--- src/rtl/mem_arb_pkg.sv ---
// mem_arb_pkg: shared FSM states, opcode defaults, special addresses and bus struct for mem_arb
package mem_arb_pkg;
    typedef enum logic [1:0] {IDLE, ACCESS, DONE} state_t;
    localparam logic [7:0] RD_OP_DEF  = 8'b0100_0000;
    localparam logic [7:0] WR_OP_DEF  = 8'b1000_0000;
    localparam logic [7:0] NOP_OP_DEF = 8'h00;
    localparam logic [4:0] IN_ADDR    = 5'd30;
    localparam logic [4:0] OUT_ADDR   = 5'd31;
    typedef struct packed {
        logic [4:0] a_bus;
        logic [7:0] instruction;
        logic       dbus_sel;
        logic [7:0] d_out;
        logic       d_oe;
    } bus_t;
endpackage

--- src/rtl/mem_arb_if.sv ---
// mem_arb_if: two requester handshakes plus the memory bus
// slave = arbiter side (drives gnt/ack/err/rdata and the memory bus), master = requesters and memory
interface mem_arb_if;
    logic       req0, req1, we0, we1;
    logic [4:0] addr0, addr1;
    logic [7:0] wdata0, wdata1;
    logic       gnt0, gnt1, ack0, ack1, err0, err1;
    logic [7:0] rdata;
    logic [4:0] a_bus;
    logic [7:0] instruction;
    logic       dbus_sel;
    logic [7:0] d_out;
    logic       d_oe;
    logic [7:0] d_in;
    modport slave (
        input  req0, req1, we0, we1, addr0, addr1, wdata0, wdata1, d_in,
        output gnt0, gnt1, ack0, ack1, err0, err1, rdata,
               a_bus, instruction, dbus_sel, d_out, d_oe
    );
    modport master (
        output req0, req1, we0, we1, addr0, addr1, wdata0, wdata1, d_in,
        input  gnt0, gnt1, ack0, ack1, err0, err1, rdata,
               a_bus, instruction, dbus_sel, d_out, d_oe
    );
endinterface

--- src/rtl/mem_arb_rr_pick2.sv ---
// rr_pick2: combinational 2-way round-robin picker
// ports: req (request vector), last (index served last), win (winner index)
module rr_pick2 (
    input  logic [1:0] req,
    input  logic       last,
    output logic       win
);
    assign win = &req ? ~last : req[1];
endmodule

--- src/rtl/mem_arb.sv ---
// mem_arb: round-robin arbiter giving two requesters 3-cycle access to a single memory bus
// ports: clk, rst (async, active-high), m (mem_arb_if.slave: requester handshakes + memory bus)
module mem_arb
    import mem_arb_pkg::*;
#(
    parameter logic [7:0] RD_OP  = RD_OP_DEF,
    parameter logic [7:0] WR_OP  = WR_OP_DEF,
    parameter logic [7:0] NOP_OP = NOP_OP_DEF
) (
    input  logic      clk,
    input  logic      rst,
    mem_arb_if.slave  m
);
    localparam bus_t BUS_IDLE = '{5'd0, NOP_OP, 1'b1, 8'd0, 1'b0};

    state_t     state_q, state_d;
    logic       last_q, last_d, win_q, win_d, we_q, we_d, win;
    logic [4:0] addr_q, addr_d;
    logic [1:0] gnt_q, gnt_d, ack_q, ack_d, err_q, err_d;
    logic [7:0] rdata_q, rdata_d;
    bus_t       bus_q, bus_d;

    // Writes to the input port are suppressed: no strobe, bus left undriven.
    function automatic bus_t access_bus(input logic we, input logic [4:0] addr, input logic [7:0] wdata);
        bus_t b;
        b.a_bus       = addr;
        b.instruction = !we ? RD_OP : (addr == IN_ADDR ? NOP_OP : WR_OP);
        b.dbus_sel    = we;
        b.d_oe        = we && addr != IN_ADDR;
        b.d_out       = b.d_oe ? wdata : 8'h00;
        return b;
    endfunction

    rr_pick2 u_pick (.req({m.req1, m.req0}), .last(last_q), .win(win));

    always_comb begin
        state_d = state_q;
        last_d  = last_q;
        win_d   = win_q;
        we_d    = we_q;
        addr_d  = addr_q;
        gnt_d   = gnt_q;
        ack_d   = 2'b00;
        err_d   = 2'b00;
        rdata_d = rdata_q;
        bus_d   = BUS_IDLE;
        case (state_q)
            IDLE: if (m.req0 || m.req1) begin
                state_d = ACCESS;
                win_d   = win;
                last_d  = win;
                we_d    = win ? m.we1 : m.we0;
                addr_d  = win ? m.addr1 : m.addr0;
                gnt_d   = win ? 2'b10 : 2'b01;
                bus_d   = access_bus(we_d, addr_d, win ? m.wdata1 : m.wdata0);
            end
            ACCESS: begin
                state_d = DONE;
                ack_d   = win_q ? 2'b10 : 2'b01;
                err_d   = {2{we_q && addr_q == IN_ADDR}} & ack_d;
                rdata_d = we_q ? rdata_q : m.d_in;
            end
            DONE: begin
                state_d = IDLE;
                gnt_d   = 2'b00;
            end
            default: state_d = IDLE;
        endcase
    end

    always_ff @(posedge clk or posedge rst) begin
        if (rst) begin
            state_q <= IDLE;
            last_q  <= 1'b0;
            win_q   <= 1'b0;
            we_q    <= 1'b0;
            addr_q  <= 5'd0;
            gnt_q   <= 2'b00;
            ack_q   <= 2'b00;
            err_q   <= 2'b00;
            rdata_q <= 8'h00;
            bus_q   <= BUS_IDLE;
        end else begin
            state_q <= state_d;
            last_q  <= last_d;
            win_q   <= win_d;
            we_q    <= we_d;
            addr_q  <= addr_d;
            gnt_q   <= gnt_d;
            ack_q   <= ack_d;
            err_q   <= err_d;
            rdata_q <= rdata_d;
            bus_q   <= bus_d;
        end
    end

    assign {m.gnt1, m.gnt0} = gnt_q;
    assign {m.ack1, m.ack0} = ack_q;
    assign {m.err1, m.err0} = err_q;
    assign m.rdata          = rdata_q;
    assign m.a_bus          = bus_q.a_bus;
    assign m.instruction    = bus_q.instruction;
    assign m.dbus_sel       = bus_q.dbus_sel;
    assign m.d_out          = bus_q.d_out;
    assign m.d_oe           = bus_q.d_oe;
endmodule

--- src/flat_wrapper.sv ---
// flat-port wrapper written by rule: the top's interface ports become plain ports
module mem_arb_flat import mem_arb_pkg::*;
#(
    parameter logic [7:0] RD_OP  = RD_OP_DEF,
    parameter logic [7:0] WR_OP  = WR_OP_DEF,
    parameter logic [7:0] NOP_OP = NOP_OP_DEF
)
  (clk, rst, m_req0, m_req1, m_we0, m_we1, m_addr0, m_addr1, m_wdata0, m_wdata1, m_d_in, m_gnt0, m_gnt1, m_ack0, m_ack1, m_err0, m_err1, m_rdata, m_a_bus, m_instruction, m_dbus_sel, m_d_out, m_d_oe);
  mem_arb_if m_i ();
  input  logic clk;
  input  logic rst;
  input wire logic [$bits(m_i.req0)-1:0] m_req0;
  input wire logic [$bits(m_i.req1)-1:0] m_req1;
  input wire logic [$bits(m_i.we0)-1:0] m_we0;
  input wire logic [$bits(m_i.we1)-1:0] m_we1;
  input wire logic [$bits(m_i.addr0)-1:0] m_addr0;
  input wire logic [$bits(m_i.addr1)-1:0] m_addr1;
  input wire logic [$bits(m_i.wdata0)-1:0] m_wdata0;
  input wire logic [$bits(m_i.wdata1)-1:0] m_wdata1;
  input wire logic [$bits(m_i.d_in)-1:0] m_d_in;
  output wire logic [$bits(m_i.gnt0)-1:0] m_gnt0;
  output wire logic [$bits(m_i.gnt1)-1:0] m_gnt1;
  output wire logic [$bits(m_i.ack0)-1:0] m_ack0;
  output wire logic [$bits(m_i.ack1)-1:0] m_ack1;
  output wire logic [$bits(m_i.err0)-1:0] m_err0;
  output wire logic [$bits(m_i.err1)-1:0] m_err1;
  output wire logic [$bits(m_i.rdata)-1:0] m_rdata;
  output wire logic [$bits(m_i.a_bus)-1:0] m_a_bus;
  output wire logic [$bits(m_i.instruction)-1:0] m_instruction;
  output wire logic [$bits(m_i.dbus_sel)-1:0] m_dbus_sel;
  output wire logic [$bits(m_i.d_out)-1:0] m_d_out;
  output wire logic [$bits(m_i.d_oe)-1:0] m_d_oe;
  assign m_i.req0 = m_req0;
  assign m_i.req1 = m_req1;
  assign m_i.we0 = m_we0;
  assign m_i.we1 = m_we1;
  assign m_i.addr0 = m_addr0;
  assign m_i.addr1 = m_addr1;
  assign m_i.wdata0 = m_wdata0;
  assign m_i.wdata1 = m_wdata1;
  assign m_i.d_in = m_d_in;
  assign m_gnt0 = m_i.gnt0;
  assign m_gnt1 = m_i.gnt1;
  assign m_ack0 = m_i.ack0;
  assign m_ack1 = m_i.ack1;
  assign m_err0 = m_i.err0;
  assign m_err1 = m_i.err1;
  assign m_rdata = m_i.rdata;
  assign m_a_bus = m_i.a_bus;
  assign m_instruction = m_i.instruction;
  assign m_dbus_sel = m_i.dbus_sel;
  assign m_d_out = m_i.d_out;
  assign m_d_oe = m_i.d_oe;
  mem_arb #(.RD_OP(RD_OP), .WR_OP(WR_OP), .NOP_OP(NOP_OP)) u_core (.clk(clk), .rst(rst), .m(m_i));
endmodule
--- config.mk ---
export PLATFORM = sky130hd
export DESIGN_NAME = mem_arb_flat
export DESIGN_NICKNAME = d
export VERILOG_FILES = /design/src/rtl/mem_arb_pkg.sv /design/src/rtl/mem_arb_if.sv /design/src/rtl/mem_arb_rr_pick2.sv /design/src/rtl/mem_arb.sv /design/src/flat_wrapper.sv
export SDC_FILE = /design/constraint.sdc
export NUM_CORES = 1
export LEC_CHECK = 0
export CAP_MARGIN = 25
export CELL_PAD_IN_SITES_DETAIL_PLACEMENT = 1
export CELL_PAD_IN_SITES_GLOBAL_PLACEMENT = 1
export CORE_ASPECT_RATIO = 1.25
export CORE_MARGIN = 1
export CORE_UTILIZATION = 30
export DETAILED_ROUTE_END_ITERATION = 16
export HOLD_SLACK_MARGIN = 0.05
export PLACE_DENSITY = 0.9
export SYNTH_ARGS = -nofsm -noshare
export SYNTH_HDL_FRONTEND = slang
export SYNTH_SLANG_ARGS = --single-unit
--- constraint.sdc ---
create_clock -name clk -period 2.1 [get_ports clk]
set_clock_uncertainty 0.15 [all_clocks]
set_input_delay 0.525 -clock clk [delete_from_list [all_inputs] [get_ports clk]]
set_output_delay 0.525 -clock clk [all_outputs]
set_load 0.02 [all_outputs]
---- Word-level counts from Yosys, hierarchy flattened ----
Cells that the tools add are included.
storage, ports and cells
  register bits ........................... 46
  bits in latches ......................... 0
  RAM bits ................................ 0
  memory bits (read-only) ................. 0
  word-level logic and storage cells ...... 48
  memories kept ........................... 0
operators by class
  add/subtract/negate cells ............... 0
  multipliers ............................. 0
  div/mod/pow operators ................... 0
  order comparisons ....................... 0
  equality and inequality tests ........... 6
  shift-type cells ........................ 0
  muxes and demuxes ....................... 17
  bitwise operators ....................... 3
  reductions and logical operators ........ 9
operators with widths
  operator                                                                  number
  23-bit two-way mux                                                        2
  8-bit two-way mux                                                         4
  2-bit two-way mux                                                         6
  5-bit equality test (second input constant)                               2
  2-bit case mux with 2 select lines                                        2
  2-bit AND reduction                                                       4
  5-bit two-way mux                                                         1
  5-bit inequality test (second input constant)                             1
  2-bit AND                                                                 1
  2-bit by 1-bit equality test with 1-bit output (second input constant)    1
  2-bit equality test (second input constant)                               1
  1-bit logical AND                                                         2
  2-bit zero test                                                           1
  1-bit two-way mux                                                         2
  2-bit by 1-bit inequality test with 1-bit output (second input constant)  1
  1-bit NOT                                                                 2
  2-bit nonzero test                                                        1
  1-bit logical OR                                                          1

---- Longest topological paths before layout ----
Gate-level depths: netlist of the first run.
  depth in word-level cells ............... 8
  depth in mapped cells ................... 6

---- Cells and area by module ----
A second synthesis of the first run with hierarchy kept.
second synthesis, totals
  cell total of the unflattened synthesis .. 126
  area total of the unflattened synthesis .. 1634.1 µm²
modules (own cells, without submodules)
  module    instances  cells each  area each (µm²)  sequential area each (µm²)
  mem_arb   1          125         1622.8           977.2
  rr_pick2  1          1           11.3             0.0

---- Least setup slack after synthesis of the first run ----
OpenSTA, ideal clock, no wires.
  kind .................................... input-to-reg
  start ................................... input port m_req1
  end ..................................... register u_core.bus_q, in the netlist u_core.m.d_out[0]
  library setup time ...................... 0.121 ns
  arrival ................................. 1.493 ns
  required time ........................... 1.829 ns
  setup slack ............................. 0.336 ns
  cell stages on the path ................. 5
  buffers on the path ..................... 1
  cell sequence ........................... a21boi_1 buf_6 or4b_4 nand4_4 nor2_1
RTL lines
  item                    line                source
  start: declaration      flat_wrapper.sv:13  input wire logic [$bits(m_i.req1)-1:0] m_req1;
  end signal: assignment  mem_arb.sv:93       bus_q <= bus_d;
  end: declaration        mem_arb.sv:21       bus_t bus_q, bus_d;

---- Worst setup path in the final report of the first run ----
  start ................................... input port m_req1
  end ..................................... register u_core.addr_q[4]
between the ends
  word-level cells in the longest chain between the ends .. 3
ends and longest elaborated chain
  item                    line                   source
  2-bit AND reduction     mem_arb_rr_pick2.sv:8  assign win = &req ? ~last : req[1];
  1-bit two-way mux       mem_arb_rr_pick2.sv:8
  5-bit two-way mux       mem_arb.sv:53          addr_d = win ? m.addr1 : m.addr0;
  end signal: assignment  mem_arb.sv:88          addr_q <= addr_d;
  end: declaration        mem_arb.sv:18          logic [4:0] addr_q, addr_d;
Parallel ways exist; a longest one is shown, timed or not.
A chain may end at the register's enable or synchronous reset.

==> results of run 1 <==
[cell families after synthesis]
group                  Yosys count  synth area share, %
AOI/OAI and AO/OA               13                 5.51
buffers and inverters           16                 6.06
DFF                             39                 62.3
muxes                           22                 15.0
other                            1                0.239
and+or+nand+nor                 30                 10.9
[routing by layer]
layer / share of wire [%] / track usage [%]
met5: 0 / 0
met4: 2.8 / 8.12
met3: 5.8 / 4.12
met2: 56 / 26.6
met1: 36 / 16.4
[final cells by class]
| cell class | instances | area [µm²] | share of cell area, % |
|---|---|---|---|
| Sequential cell | 39 | 977 | 39.1 |
| Timing Repair Buffer | 78 | 785 | 31.4 |
| Multi-Input combinational cell | 71 | 518 | 20.7 |
| Clock buffer | 6 | 82.6 | 3.31 |
| Tap cell | 62 | 77.6 | 3.11 |
| Clock inverter | 2 | 35.0 | 1.40 |
| Inverter | 6 | 22.5 | 0.902 |
[cell usage after synthesis, drive strengths merged (2+ instances only)]
library cell / n
buf: 9
dfrtp: 38
a21oi: 2
o21ai: 2
a21o: 5
nand3: 2
nor2: 18
mux2i: 13
inv: 6
mux2: 9
[layout by cell type (no fill, tap or decap), types with 5 or more instances in the layout]
master and instances:
clkdlybuf4s50_1 69, nor2_1 17, mux2i_1 13, mux2_2 8, buf_4 6, clkbuf_8 6
dfrtp_1 38, conb_1 6, inv_1 6, a21o_1 5
[stage by stage]
stage / instance area, µm² / total power, mW
final: 2500 / 3.12
after global routing: 2500 / 3.31
after CTS: 2500 / 3.17
after detailed placement: 2380 / 2.52
after global placement: 2380 / 2.45
after floorplan: 1590 / 1.86
[how the worst max path moves through the flow]
| stage | from | end |
|---|---|---|
| after floorplan | m_req1 | u_core.m.d_out[0]$_DFF_PP0_ |
| after global placement | m_req1 | u_core.we_q$_DFFE_PP0P_ |
| after detailed placement | m_req1 | u_core.addr_q[4]$_DFFE_PP0P_ |
| after CTS | m_req1 | u_core.addr_q[4]$_DFFE_PP0P_ |
| after global routing | m_req1 | u_core.addr_q[4]$_DFFE_PP0P_ |
| final | m_req1 | u_core.addr_q[4]$_DFFE_PP0P_ |
[where the power goes]
part           total, mW  leakage [nW]  internal [mW]  switching (mW)
Clock              0.636        0.0612          0.384           0.252
Sequential          1.17         0.495           1.02           0.147
Combinational       1.31         0.586          0.679           0.632
Total               3.12          1.14           2.09            1.03
[flip-flops by register name (all words and copies together) (netlist names)]
signal and count:
u_core.ack_q 2, u_core.addr_q 5, u_core.err_q 2, u_core.gnt_q 2
u_core.last_q 1, u_core.m.a_bus 5, u_core.m.d_oe 1, u_core.m.d_out 8
u_core.m.dbus_sel 1, u_core.m.instruction 1, u_core.m.rdata 8, u_core.state_q 2
u_core.we_q 1
==> summary.txt, run 1 <==
Finish
  • Layout Nets: 241
  • Diode count: 0
  • Fraction of layout cells with a size suffix above 1: 14.9%
  • Finished Layout Cells: 264
  • P&R area growth vs syn: 59.3%
  • Fillers: 557
  • Post-layout util: 49.5%

Floorplan
  • Row count: 29
  • Die area: 5520 µm²
  • Die width: 66.7 µm
  • Die height: 82.8 µm
  • Num ports: 77
  • Initial Util: 31.1%
  • Core area: 5040 µm²

Worst setup path
  • Worst EP arrival: 1.99 ns
  • Largest stage delay, worst path: 0.47 ns
  • CP delay by family, top: buffers and inverters
  • Worst reg2reg endpoint: u_core.addr_q[4]$_DFFE_PP0P_
  • Crit-path cells: clkdlybuf4s50_1 > a21boi_2 > buf_4 > mux2i_1 > nor2_1 > a21o_1
  • Crit start category: input pin
  • CP max FO: 6
  • CP Class: input pin to flip-flop
  • Crit-path slowest cell: clkdlybuf4s50_1
  • R2R depth: 5
  • CP bufs+invs: 2
  • Critical path depth in cells: 6
  • Required time of the critical path: 2.13 ns
  • Worst setup EP type: flip-flop
  • R2R Setup Slk: 0.39 ns
  • R2r startpoint: u_core.last_q$_DFFE_PP0P_

Yosys
  • Syn_area_per_cell: 13.0 µm²
  • Mapped Area: 1570 µm²
  • Post-synth top area share: 60.7%
  • Number of synthesized flops with an enable pin: 0
  • Yosys top cell by area: dfrtp_1
  • Synth Warn #: 0
  • Async SR Flop Fraction: 100%
  • Seq/Total Area, Yosys: 62.3%
  • Synth Flop Type: dfrtp_1
  • FF+latch count, synth: 39
  • Syn Inst Count: 121
  • Synth top area cells: dfrtp_1 61%, mux2i_1 8.3%, mux2_2 5.7%
  • Distinct cell type count after synthesis: 31

STA
  • Hold Slack: 0.329 ns
  • RSZ-0062 raised after global routing: no
  • Worst setup margin: 0.138 ns
  • Final hold violation count: 0
  • Final min period: 1.96 ns
  • Fmax: 0.510 GHz
  • Final period util: 93.4%
  • Setup TNS: 0 ns
  • Endpoints failing setup: 0
  • Max-slew violation total from the final report: 0

Hold path
  • Hold Startpoint: u_core.addr_q[0]$_DFFE_PP0P_
  • Hold Path Sink: u_core.addr_q[0]$_DFFE_PP0P_
  • Hold Crit Class: flip-flop to flip-flop
  • Hold path cells: 1

Clocking
  • Clk slew on worst S/H paths: 0.07 ns
  • TritonCTS buffer count: 5
  • CTS tree: built
  • Clock sinks: 39
  • Clk Latency, worst-skew pair: 0.28 ns
  • CTS resizes: 1
  • H-tree levels: 2
  • Setup Fix Bufs, Post-CTS: 0
  • CTS Hold Bufs: 0
  • Root buffer cell: clkbuf_8
  • CTS Buffer Depth: 2

Pwr
  • Lkg Pwr: 1.14 nW
  • PwrDens: 1250 nW/µm²
  • IR drop worst, VDD: 475 µV

Drt
  • Post-Route WL: 3.77 mm
  • Via count: 1204
  • Initial DRC count: 47
  • Wirelength per Cell: 14.3 µm
  • Drt pass-1 iters: 6
  • ANT nets after route: 0
  • Via-per-instance ratio: 4.56
  • DRC Markers: 0

Global routing
  • GRT Resource Usage Total: 15.4%
  • Initial antenna violation count: 0
  • Vias in the first global route: 1340
  • Global-route wire length before repair: 6.25 mm
  • Grt total ovfl: 0
  • Largest net degree at the start of global routing: 40

Status
  • Status: completed

Placement
  • I/O Buffers: 70
  • Pre-CTS WS: -0.187 ns
  • GPL Wtd Cong: 0.732
  • Placed Cells: 256
  • DP Wirelength: 2.96 mm

Run
  • Max Cap Viol: 0
No activity file was read; power rests on OpenSTA's default activity.
==> inputs of run 2 (changes only) <==
--- a/config.mk
+++ b/config.mk
@@ -12,6 +12,7 @@
 export CORE_MARGIN = 1
 export CORE_UTILIZATION = 30
 export DETAILED_ROUTE_END_ITERATION = 16
+export GPL_TIMING_DRIVEN = 0
 export HOLD_SLACK_MARGIN = 0.05
 export PLACE_DENSITY = 0.9
 export SYNTH_ARGS = -nofsm -noshare
==> run 2 against run 1 <==
Global-route usage down 1.0 points; register-to-register slack about the same; clock power down 30%; largest cell class unchanged; largest power group unchanged.
==> summary.txt, run 2 (synthesized netlist as in run 1, its figures left out) <==
Status
  • Status: completed

STA
  • Slew headroom: 48.1%
  • Final min period: 2.03 ns
  • Endpoints failing setup: 0
  • Worst Tran Pin Value: 0.777 ns
  • Final hold violation count: 0
  • Fmax: 0.493 GHz
  • Max-slew violation total from the final report: 0
  • RSZ-0062 raised after global routing: no
  • Final period util: 96.5%

Worst setup path
  • Worst reg2reg endpoint: u_core.m.d_out[5]$_DFF_PP0_
  • CP Class: input pin to flip-flop
  • R2r startpoint: u_core.last_q$_DFFE_PP0P_
  • Required time of the critical path: 2.11 ns
  • R2R Setup Slk: 0.39 ns
  • Crit start category: input pin
  • Worst EP arrival: 2.04 ns
  • CP max FO: 9
  • Worst setup EP type: flip-flop
  • R2R depth: 5

Clocking
  • CTS Buffer Depth: 2
  • CTS tree: built
  • TritonCTS buffer count: 5
  • CTS Hold Bufs: 0
  • H-tree levels: 2
  • Root buffer cell: clkbuf_8
  • Clk slew on worst S/H paths: 0.07 ns
  • Clock sinks: 39
  • Clk Latency, worst-skew pair: 0.28 ns

Hold path
  • Hold Startpoint: u_core.addr_q[0]$_DFFE_PP0P_
  • Hold Path Sink: u_core.addr_q[0]$_DFFE_PP0P_
  • Hold Crit Class: flip-flop to flip-flop
  • Hold path cells: 1

Placement
  • Area after DPL: 2360 µm²
  • DP Wirelength: 2.75 mm
  • GPL Wtd Cong: 0.654
  • I/O Buffers: 70
  • Placed Cells: 258

Global routing
  • GRT Resource Usage Total: 14.3%
  • Grt total ovfl: 0
  • Global-route wire length before repair: 6.00 mm
  • Largest net degree at the start of global routing: 40
  • Vias in the first global route: 1305
  • Initial antenna violation count: 0

Drt
  • ANT nets after route: 0
  • Via count: 1183
  • Post-Route WL: 3.56 mm
  • Via-per-instance ratio: 4.41
  • Wl on met1: 1.35 mm
  • Drt pass-1 iters: 6
  • DRC Markers: 0
  • DR WL met2: 1.94 mm
  • Initial DRC count: 37
  • Highest routed layer: met4
  • Wirelength per Cell: 13.3 µm
  • Met3 routed WL: 238 µm

Pwr
  • Logic gate share of total power: 44.2%
  • Sequential share of power: 40.4%
  • PwrDens: 1160 nW/µm²
  • IR drop worst, VDD: 382 µV
  • Clock share of power: 15.4%
  • Switch share: 34.0%
  • P_sw: 0.977 mW
  • Lkg Pwr: 1.14 nW
  • Internal power: 1.90 mW

Finish
  • Most frequent cells in the layout: 69 x clkdlybuf4s50_1, 38 x dfrtp_1, 17 x nor2_1, 13 x mux2i_1, 11 x buf_4
  • Finished Layout Cells: 268
  • Diode count: 0
  • Post-route cell area: 2470 µm²
  • Fillers: 561
  • Commonest non-fill, non-tap cell in the layout: clkdlybuf4s50_1
  • P&R area growth vs syn: 57.9%
  • Fraction of layout cells with a size suffix above 1: 17.0%
  • Layout Nets: 247

Floorplan
  • Row count: 29
  • Initial Util: 31.1%
  • Die height: 82.8 µm
  • Die area: 5520 µm²
  • Die width: 66.7 µm
  • Core area: 5040 µm²
  • Num ports: 77

Run
  • Max Cap Viol: 0
## run 2: cell types whose count changed in the layout (fill, tap and decap cells not counted)
cell / change
buf_2: +1
dlymetal6s2s_1: +1
buf_6: +1
clkbuf_2: +1
inv_1: -2
inv_2: +2
clkinv_2: -1
buf_4: +5
clkbuf_8: -1
dlygate4sd2_1: -1
clkbuf_1: +1
buf_12: -2
bufinv_16: -1
## run 2: cell type report
| type | count | area [µm²] | share of cell area, % |
|---|---|---|---|
| Clock buffer | 6 | 72.6 | 2.93 |
| Buffer | 10 | 73.8 | 2.98 |
| Sequential cell | 39 | 977 | 39.5 |
| Multi-Input combinational cell | 71 | 518 | 20.9 |
| Timing Repair Buffer | 74 | 733 | 29.6 |
| Inverter | 6 | 22.5 | 0.910 |
| Tap cell | 62 | 77.6 | 3.13 |
## run 2: critical path, cell delays in order
cell             delay [ns]
clkdlybuf4s50_1        0.44
a21boi_2               0.17
buf_6                  0.13
or4b_4                 0.53
nand4_4                0.16
nor2_1                 0.07
## run 2: worst max-delay path by stage
stage	start	to	depth (start not counted)
after floorplan	m_req1	u_core.m.d_out[0]$_DFF_PP0_	5
after global placement	rst	u_core.m.a_bus[2]$_DFF_PP0_	2
after detailed placement	m_req1	u_core.we_q$_DFFE_PP0P_	7
after CTS	u_core.m.dbus_sel$_DFF_PP1_	m_dbus_sel	1
after global routing	m_req1	u_core.m.d_out[1]$_DFF_PP0_	6
final	m_req1	u_core.m.d_out[5]$_DFF_PP0_	6
## run 2: power groups by stage
| stage | clock network (mW) | logic, mW | registers [mW] |
|---|---|---|---|
| CTS | 0.461 | 1.27 | 1.17 |
| finish | 0.444 | 1.27 | 1.16 |
| global placement | 0 | 1.23 | 1.16 |
| global route | 0.497 | 1.39 | 1.20 |
| detailed placement | 0 | 1.27 | 1.18 |
| floorplan | 0 | 0.477 | 1.39 |
## run 2: timing repair
action | CTS | global route
buffers inserted | 0 | 4
gates resized for setup | 0 | 5
setup endpoints to repair | 0 | 7
## run 2: stage by stage
step                      setup TNS [ns]  total power [mW]  setup WS (ns)  hold WS [ns]  utilization, %
final                                  0              2.88         0.0725         0.321            49.1
after global routing                   0              3.09         0.0139         0.348            49.1
after CTS                              0              2.90        0.00539         0.327            48.3
after detailed placement           -4.27              2.45         -0.277         0.310            46.9
after global placement            -14.63              2.40         -0.291         0.304            46.9
after floorplan                        0              1.86          0.336         0.292               -
## run 2: per-layer routing
metal / GRT usage [%] / up-vias
met2: 25.1 / 49
li1: - / 565
met5: 0 / -
met1: 16.3 / 564
met4: 4.64 / 0
met3: 4.12 / 5
